<file path="src/rtl/register_file_32x32.sv">
// 32 x 32-bit register file: two combinational read ports, one synchronous write port.
// Register 0 is hardwired to zero; reset is asynchronous and active-low.
module register_file_32x32 #(
    parameter int DATA_WIDTH = 32,
    parameter int ADDR_WIDTH = 5,
    parameter int DEPTH      = 32
) (
    input  logic                  Clk,
    input  logic                  Reset,
    input  logic [ADDR_WIDTH-1:0] R_Addr_A,
    input  logic [ADDR_WIDTH-1:0] R_Addr_B,
    input  logic [ADDR_WIDTH-1:0] W_Addr,
    input  logic [DATA_WIDTH-1:0] W_Data,
    input  logic                  Write_Reg,
    output logic [DATA_WIDTH-1:0] R_Data_A,
    output logic [DATA_WIDTH-1:0] R_Data_B
);

    logic [DATA_WIDTH-1:0] regs_q [DEPTH];
    logic [DATA_WIDTH-1:0] regs_d [DEPTH];

    // Next-state array: a write to address 0 is dropped so reg0 never leaves zero.
    always_comb begin
        regs_d = regs_q;
        if (Write_Reg && (W_Addr != '0)) begin
            regs_d[W_Addr] = W_Data;
        end
    end

    always_ff @(posedge Clk or negedge Reset) begin
        if (!Reset) begin
            for (int i = 0; i < DEPTH; i++) begin
                regs_q[i] <= '0;
            end
        end else begin
            regs_q <= regs_d;
        end
    end

    // Address 0 is forced to zero at the mux so it reads 0 even before the first reset.
    assign R_Data_A = (R_Addr_A == '0) ? '0 : regs_q[R_Addr_A];
    assign R_Data_B = (R_Addr_B == '0) ? '0 : regs_q[R_Addr_B];

endmodule

</file>
<file path="config.mk">
export PLATFORM = sky130hd
export DESIGN_NAME = register_file_32x32
export DESIGN_NICKNAME = d
export VERILOG_FILES = /design/src/rtl/register_file_32x32.sv
export SDC_FILE = /design/constraint.sdc
export NUM_CORES = 2
export LEC_CHECK = 0
export BUFFER_PORTS_ARGS = -buffer_cell sky130_fd_sc_hd__buf_2
export CORE_UTILIZATION = 55
export DETAILED_ROUTE_END_ITERATION = 10
export GPL_ROUTABILITY_DRIVEN = 0
export PLACE_DENSITY_LB_ADDON = 0.05
export SLEW_MARGIN = 40
export SYNTH_ARGS = -nofsm -noshare
export SYNTH_HDL_FRONTEND = slang
export SYNTH_SLANG_ARGS = --single-unit
</file>
<file path="constraint.sdc">
create_clock -name Clk -period 2 [get_ports Clk]
set_input_delay 0.2 -clock Clk [delete_from_list [all_inputs] [get_ports Clk]]
set_output_delay 0.2 -clock Clk [all_outputs]
set_load 0.005 [all_outputs]
</file>
# Yosys cells after proc, flatten, opt, wreduce, memory -nomap -nowiden
# Index checks and enable logic that the tools add are counted.
# word_totals
regBits,1024
inputBits,50
out_inout_bits,64
wordCells,55
# classes
magnitude_cmp,4
n_mux,11
bitwise,3
n_reduce_logical,5
# op_table
cell,n
bitwise mux 1024 bit,1
binary-select mux 32 bit (select 5 bit),2
2-to-1 mux 32 bit,7
demux 32 bit (select 5 bit),1
">= comparator 6 bit, second input constant",3
inverter 5 -> 6 bit,3
zero test 5 bit,2
"< comparator 6 x 1 -> 1 bit, second input constant",1
nonzero test 5 bit,1
logical AND 1 bit,2

# Depth between registers and ports, before layout
# depth
depth_word,6
mapped_depth,9
depth_no_buf,4

# Worst setup path after synthesis
# Ideal clock, no wire load.
# synth_path
path_type,input to output
start,input port R_Addr_B[0]
end,output port R_Data_B[10]
arrival_ns,1.849
required_time_ns,1.800
setup_slack_ns,-0.049
path_stages,6
n_path_buf,3
cell_sequence,buf_2 -> buf_2 -> buf_2 -> mux4_2 -> a2111oi_0 -> nor3_1
# synth_via
elab_chain_len,5
elab_cells_between_ends,6
classes_between,mux (4); bitwise (1); reduce/logical (1)
# synth_lines
element,line_no,rtl
start: declaration,11,"input logic [ADDR_WIDTH-1:0] R_Addr_B,"
inverter 5 -> 6 bit (not written as such),42,assign R_Data_B = (R_Addr_B == '0) ? '0 : regs_q[R_Addr_B];
binary-select mux 32 bit (select 5 bit),42,
2-to-1 mux 32 bit (not written as such) (2 in a row),42,
2-to-1 mux 32 bit (*),42,
end: declaration,16,output logic [DATA_WIDTH-1:0] R_Data_B
# Every way passes the cells marked *; elsewhere a longest branch is shown, timed or not. The select of a mux whose other input is x is not followed.

# Final worst setup path
# layout_path
start,register regs_q[3] in the netlist's numbering
end,output port R_Data_A[3]
# layout_via
elab_chain_len,4
# layout_lines
element,line_no,rtl
start: declaration,19,logic [DATA_WIDTH-1:0] regs_q [DEPTH];
start signal: assignment,36,regs_q <= regs_d;
binary-select mux 32 bit (select 5 bit),41,assign R_Data_A = (R_Addr_A == '0) ? '0 : regs_q[R_Addr_A];
2-to-1 mux 32 bit (not written as such) (2 in a row),41,
2-to-1 mux 32 bit,41,
end: declaration,15,"output logic [DATA_WIDTH-1:0] R_Data_A,"
# Every way passes these cells. The select of a mux whose other input is x is not followed.

==> metrics.md <==
| Metric | Value |
|---|---|
| Nets | `4035` |
| Clk root buf | `clkbuf_16` |
| Setup-failing EPs final | `64` |
| CP Launch Type | `flop` |
| Die height | `315 um` |
| Share of layout cells above drive strength 1 | `between 60% and 70%` |
| Post-synthesis adder-cell area fraction | `0%` |
| Max incr delay on CP | `between 0.5 and 0.6 ns` |
| # IOs | `~110` |
| Crit path buf inv count | `1` |
| Max clock buf depth | `3` |
| Gr usage total | `38.3%` |
| Worst-margin pin slew | `about 0.76 ns` |
| Filler cells | `6592` |
| DR iter-0 viols | `approximately 3700` |
| Drt drc | `4` |
| Critical Path RT | `~1.8 ns` |
| Largest net degree at the start of global routing | `92` |
| Tmin final | `between 2 and 3 ns` |
| Pre-antenna DRT Iters | `10` |
| RR Startpoint | `regs_q[135]$_DFFE_PN0P_` |
| Failing checks | `design-rule violations, negative setup slack` |
| Reg clk slew, reported paths | `0.06 ns` |
| VDD IR max | `~0.65 mV` |
| Static Leakage | `roughly 29 nW` |
| Synth Cell Area | `~54000 sq um` |
| Crit path from | `regs_q[3]$_DFFE_PN0P_` |
| Sequential share of the synthesized area | `a little under half` |
| Largest register FFs | `1024` |
| Kind of critical path | `reg2out` |
| Synthesis-stage register bit count | `1024` |
| Hold_sp | `W_Data[29]` |
| Critical Path AT | `between 2 and 3 ns` |
| Area used by multi-input combinational logic | `about 28000 sq um` |
| Routed vias/inst | `about 7.0` |
| First-pass GRT wire length | `approximately 270000 um` |
| CP top delay family | `multiplexers` |
| Max FO, Critical Path | `2` |
| Pre-CTS setup slack | `-0.631 ns` |
| Die Footprint | `99500 sq um` |
| Num CTS Buffers | `approximately 110` |
| CP dominant cell by count | `mux4_2` |
| Compound-Gate Fraction of Synth Area | `~3.7%` |
| Post-synth EDFFs | `0` |
| Max-slew violations | `0` |
| Syn Nets | `~3600` |
| Vias in the first global route | `39578` |
| Crit end category | `output pin` |
| Critical-path cell list | `mux4_2, mux4_2, o22ai_4, nor3_4, buf_2` |
| YS warnings | `0` |
| Die width | `between 300 and 400 um` |
| CTS tree | `yes` |
| Commonest non-fill, non-tap cell in the layout | `dfrtp_1` |
| RSZ-0062 raised after global routing | `true` |
| Ys async rst share | `100%` |
| Wire per inst | `approximately 35 um` |
| CP max stage cell | `mux4_2` |
| Cells on Worst Hold Path | `2` |
| Ys flop type | `dfrtp_1` |
| Final WS setup | `-0.754 ns` |
| Status | `finished, violations left` |
| Grt ovf | `0` |
| Final Hold Fails | `0` |
| Rel. slew slack | `49.3%` |
| Max-cap violations | `0` |
| Reg2Reg Setup Slack | `around 1 ns` |
| Number of library cell types mapped by synthesis | `41` |
| Syn_area_per_cell | `between 15 and 20 sq um` |
| Final Cycle Share | `138%` |
| Largest Register | `regs_q` |
| Setup TNS | `-39.42 ns` |
| Area growth syn-to-layout | `22.7%` |
| Pwr Density | `964 nW/um^2` |
| Max frequency | `roughly 360 MHz` |
| Core ar. | `a little under 100000 sq um` |
| Proportion of synthesized area in mux cells | `43.8%` |
| Reg area | `25600 sq um` |
| Worst Hold End | `regs_q[765]$_DFFE_PN0P_` |
| Post-Synth XOR/XNOR Area | `0%` |
| Initial core utilization | `between 50% and 60%` |
| Post-Synth Simple-Gate Area | `1.51%` |
| FF-to-FF End | `regs_q[135]$_DFFE_PN0P_` |
| WL final | `187000 um` |
| Clock Skews | `0 ns` |
| Clock latency at the later pin of the worst-skew pair | `around 0.70 ns` |
| Via count | `between 30000 and 40000` |
| Routed Antenna Nets | `0` |
| Initial antenna violation count | `15` |
| Detail Placement HPWL | `123000 um` |
| Cells after synthesis | `about 3500` |
| Most frequent cells in the layout | `dfrtp_1, mux2_2, buf_4, mux4_2, mux2i_1` |
| Min-delay worst type | `in2reg` |
| Biggest regs | `regs_q: 1024 flops` |
| IO Port Bufs | `113` |
| Site Rows | `114` |
| Clk sinks | `just over 1000` |
| Main combinational cell family by area after synthesis | `multiplexers` |
| Worst Reg-to-Reg Cells | `3` |
| H-Tree Depth | `3` |
-- power breakdown --
part / internal [mW] / leakage, nW / switching (mW)
logic: 9.22 / 14.3 / 5.91
registers: 24.7 / 13.1 / 3.02
clock network: 12.4 / 1.84 / 8.68
total: 46.3 / 29.3 / 17.6
-- worst register-to-register path: stages, from the launching register on --
cell     delay, ns
dfrtp_1       0.38
buf_4         0.14
buf_4         0.12
mux2_2        0.27
-- metrics by stage --
stage	instance area, sq um	util, %	hold slack [ns]	total power [mW]	std cells
3_5_place_dp	60900	62.8	0.0718	41.8	5099
5_1_grt	66300	68.3	0.136	66.2	5350
3_3_place_gp	60900	62.8	0.0730	40.9	5099
4_1_cts	66000	68.1	0.0889	63.7	5337
2_1_floorplan	54000	-	-0.0956	36.0	3514
6_report	66300	68.3	0.124	63.9	5351
-- cell families (layout without fill, tap and decap cells) --
| group | Yosys count | count (layout) |
|---|---|---|
| DFF | 1024 | 1024 |
| other | 0 | 4 |
| muxes | 1651 | 1651 |
| AOI/OAI and AO/OA | 263 | 263 |
| buffers and inverters | 420 | 977 |
| and+or+nand+nor | 156 | 156 |
-- cell type report --
class                   instances  area share [%]
diodes                          4          0.0151
clock inverters                34           0.587
flip-flops and latches       1024            38.7
multi-input cells            2070            42.1
clock buffers                 165            5.05
inverters                       1         0.00566
well taps                    1276            2.41
repair buffers                777            11.2
-- Yosys cell counts, types with 8 or more instances --
| library cell | count | area share, % |
|---|---|---|
| dfrtp_1 | 1024 | 47 |
| mux2_2 | 1020 | 21 |
| mux4_2 | 469 | 20 |
| clkbuf_1 | 215 | 1.5 |
| mux2i_1 | 158 | 2.9 |
| buf_2 | 95 | 0.88 |
| o22ai_1 | 81 | 0.94 |
| buf_1 | 62 | 0.43 |
| nor3_1 | 57 | 0.53 |
| a22o_1 | 52 | 0.84 |
| a211oi_1 | 38 | 0.53 |
| buf_4 | 34 | 0.47 |
| a2111oi_0 | 26 | 0.42 |
| o221ai_1 | 26 | 0.42 |
| nand2_1 | 23 | 0.16 |
| nor2b_1 | 19 | 0.22 |
| a22oi_1 | 18 | 0.25 |
| nor2_1 | 18 | 0.13 |
| buf_6 | 13 | 0.27 |
| a21oi_1 | 11 | 0.10 |
| nand2b_1 | 8 | 0.093 |
-- metal layers --
layer | vias to the layer above | wire length (um) | track usage, %
li1 | 14667 | - | -
met3 | 514 | 17800 | 8.98
met4 | 16 | 8640 | 16.5
met5 | - | 99 | 0
met2 | 1909 | 86300 | 58.8
met1 | 20204 | 73900 | 52.7
-- repair_timing --
| action | CTS | global route |
|---|---|---|
| endpoints found under the hold margin | 629 | 0 |
| gates resized for setup | 201 | 24 |
| setup buffers | 48 | 13 |
| pin swaps | 96 | 15 |
| setup endpoints to repair | 64 | 64 |
| hold buffers | 2 | 0 |
-- how the worst max path moves through the flow --
stage | to | slack [ns] | cells after the start
global route | R_Data_A[3] | -0.80 | 5
detailed placement | R_Data_B[16] | -0.63 | 9
global placement | R_Data_B[16] | -0.77 | 8
CTS | R_Data_A[5] | -0.76 | 5
finish | R_Data_A[3] | -0.75 | 5
floorplan | R_Data_B[10] | -0.05 | 6
Note: power is estimated with default switching activity, not from simulation.
